--- config.mk ---
export PLATFORM = sky130hd
export DESIGN_NAME = rfdp_rd_streamer_flat
export DESIGN_NICKNAME = d
export VERILOG_FILES = /design/src/rtl/rfdp_pkg.sv /design/src/rtl/rfdp_rd_streamer_if.sv /design/src/rtl/rfdp_skid_fifo.sv /design/src/rtl/rfdp_rd_streamer.sv /design/src/flat_wrapper.sv
export SDC_FILE = /design/constraint.sdc
export NUM_CORES = 1
export LEC_CHECK = 0
export BUFFER_PORTS_ARGS = -buffer_cell sky130_fd_sc_hd__buf_2
export CAP_MARGIN = 20
export CORE_UTILIZATION = 47
export CTS_CLUSTER_DIAMETER = 100
export DETAILED_ROUTE_END_ITERATION = 8
export MAX_ROUTING_LAYER = met4
export PLACE_DENSITY_LB_ADDON = 0.15
export SETUP_SLACK_MARGIN = 0.5
export SLEW_MARGIN = 20
export SYNTH_ARGS = -nofsm -noshare
export SYNTH_HDL_FRONTEND = slang
export SYNTH_SLANG_ARGS = --single-unit
--- constraint.sdc ---
create_clock -name clk -period 12 [get_ports clk]
set_input_delay 2.4 -clock clk [delete_from_list [all_inputs] [get_ports clk]]
set_output_delay 2.4 -clock clk [all_outputs]
set_load 0.1 [all_outputs]
--- src/rtl/rfdp_pkg.sv ---
// Shared definitions for the rfdp buffer sequencers (reader now, writer later).
package rfdp_pkg;

    typedef enum logic [1:0] {
        RFDP_IDLE  = 2'd0,
        RFDP_RUN   = 2'd1,
        RFDP_DRAIN = 2'd2
    } rfdp_rd_state_e;

    // Compare-and-clear wrap so non power-of-two depths step correctly.
    function automatic int unsigned rfdp_addr_inc(input int unsigned addr,
                                                  input int unsigned depth);
        return (addr == depth - 32'd1) ? 32'd0 : addr + 32'd1;
    endfunction

endpackage

--- src/rtl/rfdp_rd_streamer_if.sv ---
// Buffer read port plus outgoing valid/ready stream of the rfdp read streamer.
interface rfdp_rd_streamer_if #(
    parameter int WIDTH = 256,
    parameter int AW    = 10
);
    logic [AW-1:0]    aa;
    logic             cena;
    logic [WIDTH-1:0] qa;
    logic             m_valid;
    logic [WIDTH-1:0] m_data;
    logic             m_last;
    logic             m_ready;

    modport master (output aa, cena, m_valid, m_data, m_last,
                    input  qa, m_ready);
    modport slave  (input  aa, cena, m_valid, m_data, m_last,
                    output qa, m_ready);
endinterface

--- src/rtl/rfdp_skid_fifo.sv ---
// Two-entry register FIFO; the head entry drives the outputs directly from flops.
module rfdp_skid_fifo #(
    parameter int W = 257
) (
    input  logic         clk,
    input  logic         rst,
    input  logic         wr_en,
    input  logic [W-1:0] wr_data,
    output logic         rd_valid,
    input  logic         rd_ready,
    output logic [W-1:0] rd_data,
    output logic [1:0]   occ
);
    import rfdp_pkg::*;

    logic [W-1:0] d0_q, d0_d, d1_q, d1_d;
    logic [1:0]   occ_q, occ_d;
    logic         pop;

    always_comb begin
        pop   = (occ_q != 2'd0) && rd_ready;
        d0_d  = d0_q;
        d1_d  = d1_q;
        occ_d = occ_q;
        case ({wr_en, pop})
            2'b10: begin
                if (occ_q == 2'd0) d0_d = wr_data;
                else               d1_d = wr_data;
                occ_d = occ_q + 2'd1;
            end
            2'b01: begin
                if (occ_q == 2'd2) d0_d = d1_q;
                occ_d = occ_q - 2'd1;
            end
            2'b11: begin
                if (occ_q == 2'd2) begin
                    d0_d = d1_q;
                    d1_d = wr_data;
                end else begin
                    d0_d = wr_data;
                end
            end
            default: ;
        endcase
    end

    always_ff @(posedge clk) begin
        if (rst) begin
            occ_q <= 2'd0;
            d0_q  <= '0;
        end else begin
            occ_q <= occ_d;
            d0_q  <= d0_d;
        end
    end

    // The second slot is only ever read after being written.
    always_ff @(posedge clk) begin
        d1_q <= d1_d;
    end

    assign rd_valid = (occ_q != 2'd0);
    assign rd_data  = d0_q;
    assign occ      = occ_q;
endmodule

--- src/rtl/rfdp_rd_streamer.sv ---
// Walks a wrap-around range of an rfdp read port and re-times the data into a stream.
module rfdp_rd_streamer #(
    parameter int DEPTH = 1024,
    parameter int WIDTH = 256,
    parameter int AW    = $clog2(DEPTH)
) (
    input  logic              clk,
    input  logic              rst,
    input  logic              start,
    input  logic [AW-1:0]     base_addr,
    input  logic [AW:0]       len,
    output logic              busy,
    output logic              done,
    rfdp_rd_streamer_if.master bus
);
    import rfdp_pkg::*;

    localparam logic [1:0] S_IDLE  = RFDP_IDLE;
    localparam logic [1:0] S_RUN   = RFDP_RUN;
    localparam logic [1:0] S_DRAIN = RFDP_DRAIN;
    localparam logic [AW:0] CNT_ONE = {{AW{1'b0}}, 1'b1};

    logic [1:0]    state_q, state_d;
    logic [AW-1:0] addr_q, addr_d, aa_q, aa_d;
    logic [AW:0]   issue_cnt_q, issue_cnt_d, pop_cnt_q, pop_cnt_d;
    logic          inflight_q, inflight_d, inflight_last_q, inflight_last_d;
    logic          busy_q, busy_d, done_q, done_d;

    logic [1:0]    occ;
    logic          f_valid;
    logic [WIDTH:0] f_data;
    logic          pop, credit_ok, issue;

    assign pop = f_valid && bus.m_ready;
    // A pop this cycle frees its slot in time for the read issued alongside it.
    assign credit_ok = ({1'b0, occ} + {2'b00, inflight_q}) < (3'd2 + {2'b00, pop});
    assign issue = (state_q == S_RUN) && (issue_cnt_q != '0) && credit_ok;

    always_comb begin
        state_d         = state_q;
        addr_d          = addr_q;
        aa_d            = aa_q;
        issue_cnt_d     = issue_cnt_q;
        pop_cnt_d       = pop_cnt_q;
        busy_d          = busy_q;
        done_d          = 1'b0;
        inflight_d      = issue;
        inflight_last_d = issue && (issue_cnt_q == CNT_ONE);

        case (state_q)
            S_IDLE: begin
                if (start) begin
                    if (len != '0) begin
                        addr_d      = base_addr;
                        issue_cnt_d = len;
                        pop_cnt_d   = len;
                        busy_d      = 1'b1;
                        state_d     = S_RUN;
                    end else begin
                        done_d = 1'b1;
                    end
                end
            end
            S_RUN: begin
                if (issue) begin
                    aa_d        = addr_q;
                    addr_d      = AW'(rfdp_addr_inc(32'(addr_q), 32'(DEPTH)));
                    issue_cnt_d = issue_cnt_q - CNT_ONE;
                    if (issue_cnt_q == CNT_ONE) state_d = S_DRAIN;
                end
            end
            default: ;
        endcase

        if (pop) pop_cnt_d = pop_cnt_q - CNT_ONE;
        if (pop && (pop_cnt_q == CNT_ONE) && (state_q == S_DRAIN)) begin
            done_d  = 1'b1;
            busy_d  = 1'b0;
            state_d = S_IDLE;
        end
    end

    always_ff @(posedge clk) begin
        if (rst) begin
            state_q         <= S_IDLE;
            addr_q          <= '0;
            aa_q            <= '0;
            issue_cnt_q     <= '0;
            pop_cnt_q       <= '0;
            inflight_q      <= 1'b0;
            inflight_last_q <= 1'b0;
            busy_q          <= 1'b0;
            done_q          <= 1'b0;
        end else begin
            state_q         <= state_d;
            addr_q          <= addr_d;
            aa_q            <= aa_d;
            issue_cnt_q     <= issue_cnt_d;
            pop_cnt_q       <= pop_cnt_d;
            inflight_q      <= inflight_d;
            inflight_last_q <= inflight_last_d;
            busy_q          <= busy_d;
            done_q          <= done_d;
        end
    end

    rfdp_skid_fifo #(.W(WIDTH + 1)) u_fifo (
        .clk      (clk),
        .rst      (rst),
        .wr_en    (inflight_q),
        .wr_data  ({inflight_last_q, bus.qa}),
        .rd_valid (f_valid),
        .rd_ready (bus.m_ready),
        .rd_data  (f_data),
        .occ      (occ)
    );

    assign bus.cena    = !issue;
    assign bus.aa      = issue ? addr_q : aa_q;
    assign bus.m_valid = f_valid;
    assign bus.m_data  = f_data[WIDTH-1:0];
    assign bus.m_last  = f_data[WIDTH];
    assign busy        = busy_q;
    assign done        = done_q;
endmodule

--- src/flat_wrapper.sv ---
// flat-port wrapper written by rule: the top's interface ports become plain ports
module rfdp_rd_streamer_flat import rfdp_pkg::*;
#(
    parameter int DEPTH = 1024,
    parameter int WIDTH = 256,
    parameter int AW    = $clog2(DEPTH)
)
  (clk, rst, start, base_addr, len, busy, done, bus_aa, bus_cena, bus_m_valid, bus_m_data, bus_m_last, bus_qa, bus_m_ready);
  rfdp_rd_streamer_if #(.WIDTH(WIDTH), .AW(AW)) bus_i ();
  input  logic clk;
  input  logic rst;
  input  logic start;
  input  logic [AW-1:0] base_addr;
  input  logic [AW:0] len;
  output logic busy;
  output logic done;
  output wire logic [$bits(bus_i.aa)-1:0] bus_aa;
  output wire logic [$bits(bus_i.cena)-1:0] bus_cena;
  output wire logic [$bits(bus_i.m_valid)-1:0] bus_m_valid;
  output wire logic [$bits(bus_i.m_data)-1:0] bus_m_data;
  output wire logic [$bits(bus_i.m_last)-1:0] bus_m_last;
  input wire logic [$bits(bus_i.qa)-1:0] bus_qa;
  input wire logic [$bits(bus_i.m_ready)-1:0] bus_m_ready;
  assign bus_aa = bus_i.aa;
  assign bus_cena = bus_i.cena;
  assign bus_m_valid = bus_i.m_valid;
  assign bus_m_data = bus_i.m_data;
  assign bus_m_last = bus_i.m_last;
  assign bus_i.qa = bus_qa;
  assign bus_i.m_ready = bus_m_ready;
  rfdp_rd_streamer #(.DEPTH(DEPTH), .WIDTH(WIDTH), .AW(AW)) u_core (.clk(clk), .rst(rst), .start(start), .base_addr(base_addr), .len(len), .busy(busy), .done(done), .bus(bus_i));
endmodule
# Word-level counts from Yosys, hierarchy flattened
# Index checks and enable logic that the tools add are counted.
# op_classes
addsub,7
order_cmp,1
eq_ne,17
mux,29
reduce_logical,26
# op_table
op,count
$mux W257,5
$pmux W257 S3,1
$pmux W257 S2,1
$mux W11,5
$mux W10,5
$eq A11 B1 Y1 const B,2
$pmux W11 S2,1
$reduce_bool A11 Y1,2
$sub A11 B1 Y11 const B,2
$pmux W10 S2,1
$reduce_bool A2 Y1,7
$ne A2 B2 Y1 const B,6
$reduce_and A3 Y1,4
$add A10 B1 Y10 const B,1
$eq A10 B10 Y1 const B,1
$eq A2 B2 Y1 const B,4
$mux W2,4
$pmux W2 S2,2
$logic_and A1 B1 Y1,6
$reduce_and A5 Y1,1
$eq A2 B1 Y1 const B,2
$logic_not A2 Y1,2
$mux W1,4
$ne A2 B1 Y1 const B,2
9 further kinds,9
# totals
regBits,564
input_bits,281
output_inout_bits,271
elab_cells,92

# Longest topological paths before layout
# depth
ltp_word,7
mapped_depth,12
ltp_nobuf,8

# Modules after synthesis
# Synthesis repeated with hierarchy kept, for this count alone.
# hier_totals
cells_unflattened,1799
hier_area_um2,23000.8
# modules_own_cells
mod,instances,cells_each,area_each_um2,seq_area_each_um2
rfdp_skid_fifo,1,1483,20369.5,12902.4
rfdp_rd_streamer,1,316,2631.3,960.9

# Worst setup path before layout
# No wires, ideal clock.
# synth_path
kind,input -> register
startpoint,in bus_m_ready
endpoint,reg u_core.u_fifo.d1_q[0] (enable)
setup_time_ns,0.611
arrival_ns,8.267
required_time_ns,11.389
slack_ns,3.122
path_stages,5
n_path_buf,0
path_cell_list,o21ai_2 > clkinv_1 > ha_1 > nand2_1 > o211a_1
# synth_via
elab_chain_cells,4
word_cells_on_any_way,7
cone_classes,4 x eq/ne; 3 x reduce/logical
# synth_lines
element,line_no,text
start: declaration,flat_wrapper.sv:23,input wire logic [$bits(bus_i.m_ready)-1:0] bus_m_ready;
$logic_and A1 B1 Y1 *,rfdp_skid_fifo.sv:21,pop = (occ_q != 2'd0) && rd_ready;
$eq A2 B2 Y1,rfdp_skid_fifo.sv:25,"case ({wr_en, pop})"
$ne A2 B2 Y1 (no source line) or $reduce_bool A2 Y1 (tied branches),n/a,
$reduce_and A3 Y1 (no source line) *,n/a,
end signal: assignment,rfdp_skid_fifo.sv:59,d1_q <= d1_d;
end: declaration,rfdp_skid_fifo.sv:16,"logic [W-1:0] d0_q, d0_d, d1_q, d1_d;"
# Mark *: on every way between the ends. The rest lies on a longest branch, timed or not.
# A chain may end at the register's enable or synchronous reset.

# Worst setup path after layout
# layout_path
startpoint,in bus_m_ready
endpoint,out bus_aa[7]
# layout_via
elab_chain_cells,5
# layout_lines
element,line_no,text
$logic_and A1 B1 Y1,rfdp_rd_streamer.sv:34,assign pop = f_valid && bus.m_ready;
$add A2 B1 Y3,rfdp_rd_streamer.sv:36,"assign credit_ok = ({1'b0, occ} + {2'b00, inflight_q}) < (3'd2 + {2'b00, pop});"
$lt A3 B3 Y1,rfdp_rd_streamer.sv:36,
$logic_and A1 B1 Y1,rfdp_rd_streamer.sv:37,assign issue = (state_q == S_RUN) && (issue_cnt_q != '0) && credit_ok;
$mux W10,n/a,
end: declaration,flat_wrapper.sv:17,output wire logic [$bits(bus_i.aa)-1:0] bus_aa;
# Every way passes these cells.

==> summary.txt <==
Clock network
  • H-tree depth: 2
  • Clk buf depth: 3
  • Worst-Skew Late Latency: 600 ps
  • Postcts setup bufs: 0
  • CTS resizes: 0
  • Root Buffer: clkbuf_16
  • Num CTS Buffers: 57
  • CTS tree: built
  • CTS hold repair buffers: 0
  • Sink Count: 564
  • CTS clock-pin slew for the worst setup and hold paths: 60 ps

Timing
  • Final Hold Fails: 0
  • Slew headroom: 24.5%
  • Fin crit period: 6610 ps
  • Worst Max-Slew Pin Slew: 1130 ps
  • Crit share post-route: 55.1%
  • Worst Skew: 20.1 ps
  • Setup_tns: 0 ps
  • Unrepaired setup endpoints after global routing: false
  • Max-slew violation count: 0
  • Post-route setup slack: 5390 ps
  • Final setup viols: 0
  • FMAX: 151 MHz

Run status
  • Status: finished clean

Worst setup path
  • Crit path max-delay family: compound AO/OA/AOI/OAI gates
  • CP Launch Type: input port
  • Reg2Reg Setup Slack: 7290 ps
  • Largest stage delay, worst path: 590 ps
  • WP data arrival: 4210 ps
  • Worst endpoint required time: 9600 ps
  • Nature of the critical path endpoint: primary output
  • Worst Path Buf+Inv: 2
  • Crit path top cell by count: buf_2
  • Slowest CP cell: a2111oi_4
  • Crit Path Max Fanout: 14
  • Number of cells on the worst reg-to-reg path: 10
  • Crit Path Class: input port to primary output
  • Crit path cell chain: buf_2, o21ai_2, a2111oi_4, nand2_4, mux2_2, buf_2
  • R2r startpoint: u_core.u_fifo.occ[0]
  • Worst R2R End: u_core.u_fifo.rd_data[66]

Global routing
  • First-pass GRT wire length: 91.4 mm
  • Initial antenna violation count: 32
  • Vias in the first global route: 15900
  • Largest net degree at the start of global routing: 152
  • GR Util All Layers: 26.7%
  • GRT overflow: 0

Run
  • Max-Cap Viols: 0

Logic synthesis
  • Area contributors post-synth: edfxtp_1, dfxtp_1, a221oi_1, nor3_1, nor2_1
  • Post-synth top area cell: edfxtp_1
  • Seq cells post-synth: 564
  • Syn_area_per_cell: 11.7 um2
  • Cells after Synth: 1775
  • Post-synth net total: 2066
  • Yosys warns: 0
  • Netlist Area Pre-Place: 20800 um2
  • EDFF count, synth: 257
  • Synth Flop Type: dfxtp_1
  • FFs w/ async S/R, synth: 0%
  • Post-synth cell types: 62
  • Sequential area share after synthesis: 66.7%
  • Count leader, synth: dfxtp_1
  • Synth top area share: 37.1%
  • Synth top cells by count: dfxtp_1, nor2_1, nor3_1

Die
  • Core area: 43400 um2
  • I/O pin cnt: 552
  • Die Ht: 212 um
  • Overall die width: 212 um
  • # rows: 76
  • Die area: 45000 um2
  • Initial core utilization: 47.9%

Power
  • Sequential share of power: 33.1%
  • P_leak: 9.89 nW
  • Pwr dens: 297 nW/um2
  • Internal cell power: 3.97 mW
  • Combinational power share: 43.4%
  • Sw Pwr: 3.69 mW
  • Worst vdd ir: 0.187 mV
  • Sw frac: 48.2%
  • Clock power frac: 23.4%
  • Total power: 7.66 mW

Hold path
  • Hold Path End: u_core.u_fifo.d1_q[256]
  • Hold path startpoint: u_core.inflight_last_q
  • Worst Hold Class: flop to flop
  • Hold Crit Depth: 0

Routing
  • Final WL: 60.9 mm
  • DR vias/cell: 5.75
  • DRT antenna net count: 0
  • Drt wl/cell: 21.0 um
  • Vias: 16700
  • TritonRoute pass-1 iters: 5
  • DRC: 0
  • Initial DRC Count: 1525

Finish
  • Share of cells above drive strength 1: 30.1%
  • Final #Nets: 2528
  • Area Overhead vs Synth: 24.1%
  • Layout Utilization: 59.5%

Place
  • Buffers added on ports: 551
  • Post-place setup slack: 5400 ps
  • Detailed Place HPWL: 38.5 mm
  • Gpl congestion: 0.949
power groups by stage:
stage	Sequential (mW)	Clock [mW]	Combinational [mW]
after floorplan	4.33	0	0.965
after global placement	2.56	0	3.30
after detailed placement	2.57	0	3.33
after CTS	2.54	1.83	3.33
after global routing	2.58	1.90	3.48
final	2.54	1.80	3.32
registers in the layout, indices dropped and copies added, names as in the netlist:
signal                  cells
u_core.issue_cnt_q         11
u_core.busy                 1
u_core.inflight_last_q      1
u_core.done                 1
u_core.addr_q              10
u_core.inflight_q           1
u_core.pop_cnt_q           11
u_core.state_q              2
u_core.u_fifo.d1_q        257
u_core.u_fifo.rd_data     257
u_core.aa_q                10
u_core.u_fifo.occ           2
metal layers:
layer / vias up / routed length (um) / global-route usage (%)
met5: - / 0 / -
li1: 7772 / - / -
met2: 712 / 28900 / 39.9
met3: 105 / 5530 / 7.62
met4: 0 / 1920 / 11.0
met1: 8092 / 24600 / 34.1
cells in the final DEF, fill, tap and decap left out, types with 3 or more instances in the layout:
cell type	count
a31oi_1	4
nand3_1	14
mux2_2	4
buf_4	16
clkinv_2	12
inv_1	11
or2_2	5
nor2_1	289
mux2_4	6
o32ai_1	5
buf_2	550
bufinv_16	4
edfxtp_1	257
a21oi_1	39
clkbuf_1	15
nand4_1	5
or3_1	3
a221oi_1	260
clkinv_1	5
nor3_2	3
nor4_1	7
nand2_1	26
clkbuf_8	8
a211oi_1	5
dfxtp_1	307
nor3b_1	5
o21ai_0	6
o21ai_1	6
and2_1	11
nor3_1	272
diode_2	32
or4_1	6
ha_1	10
clkbuf_16	60
o21a_1	3
layout make-up:
cell class | instances | area, um2
inverters | 12 | 45.0
well taps | 585 | 732
clock inverters | 24 | 235
multi-input cells | 1034 | 6260
flip-flops and latches | 564 | 13900
diodes | 32 | 80.1
clock buffers | 83 | 1670
fillers | 3732 | 17600
repair buffers | 568 | 2910
worst max path at each step:
stage	endpoint	start	cells past startpoint	slack [ps]
CTS	bus_aa[7]	bus_m_ready	6	5390
finish	bus_aa[7]	bus_m_ready	6	5390
global route	bus_aa[7]	bus_m_ready	6	5320
global placement	bus_aa[7]	bus_m_ready	6	5440
floorplan	u_core.u_fifo.d1_q[0]	bus_m_ready	5	3120
detailed placement	bus_aa[7]	bus_m_ready	6	5400
logic make-up after synthesis:
family          count (synthesis)  share of synthesized area (%)
compound gates                354                           14.0
fa+ha+maj                      10                          0.602
buf+inv                       177                           3.40
xor+xnor                        3                          0.126
simple gates                  657                           14.5
flops                         564                           66.7
mux                            10                          0.650
metrics by stage:
stage	instances	cell area [um2]	hold slack, ps
after floorplan	1775	20800	409
after global placement	2763	23800	420
after detailed placement	2763	23800	426
after CTS	2870	25700	449
after global routing	2901	25800	470
final	2902	25800	447
(Power assumes the default switching activity.)
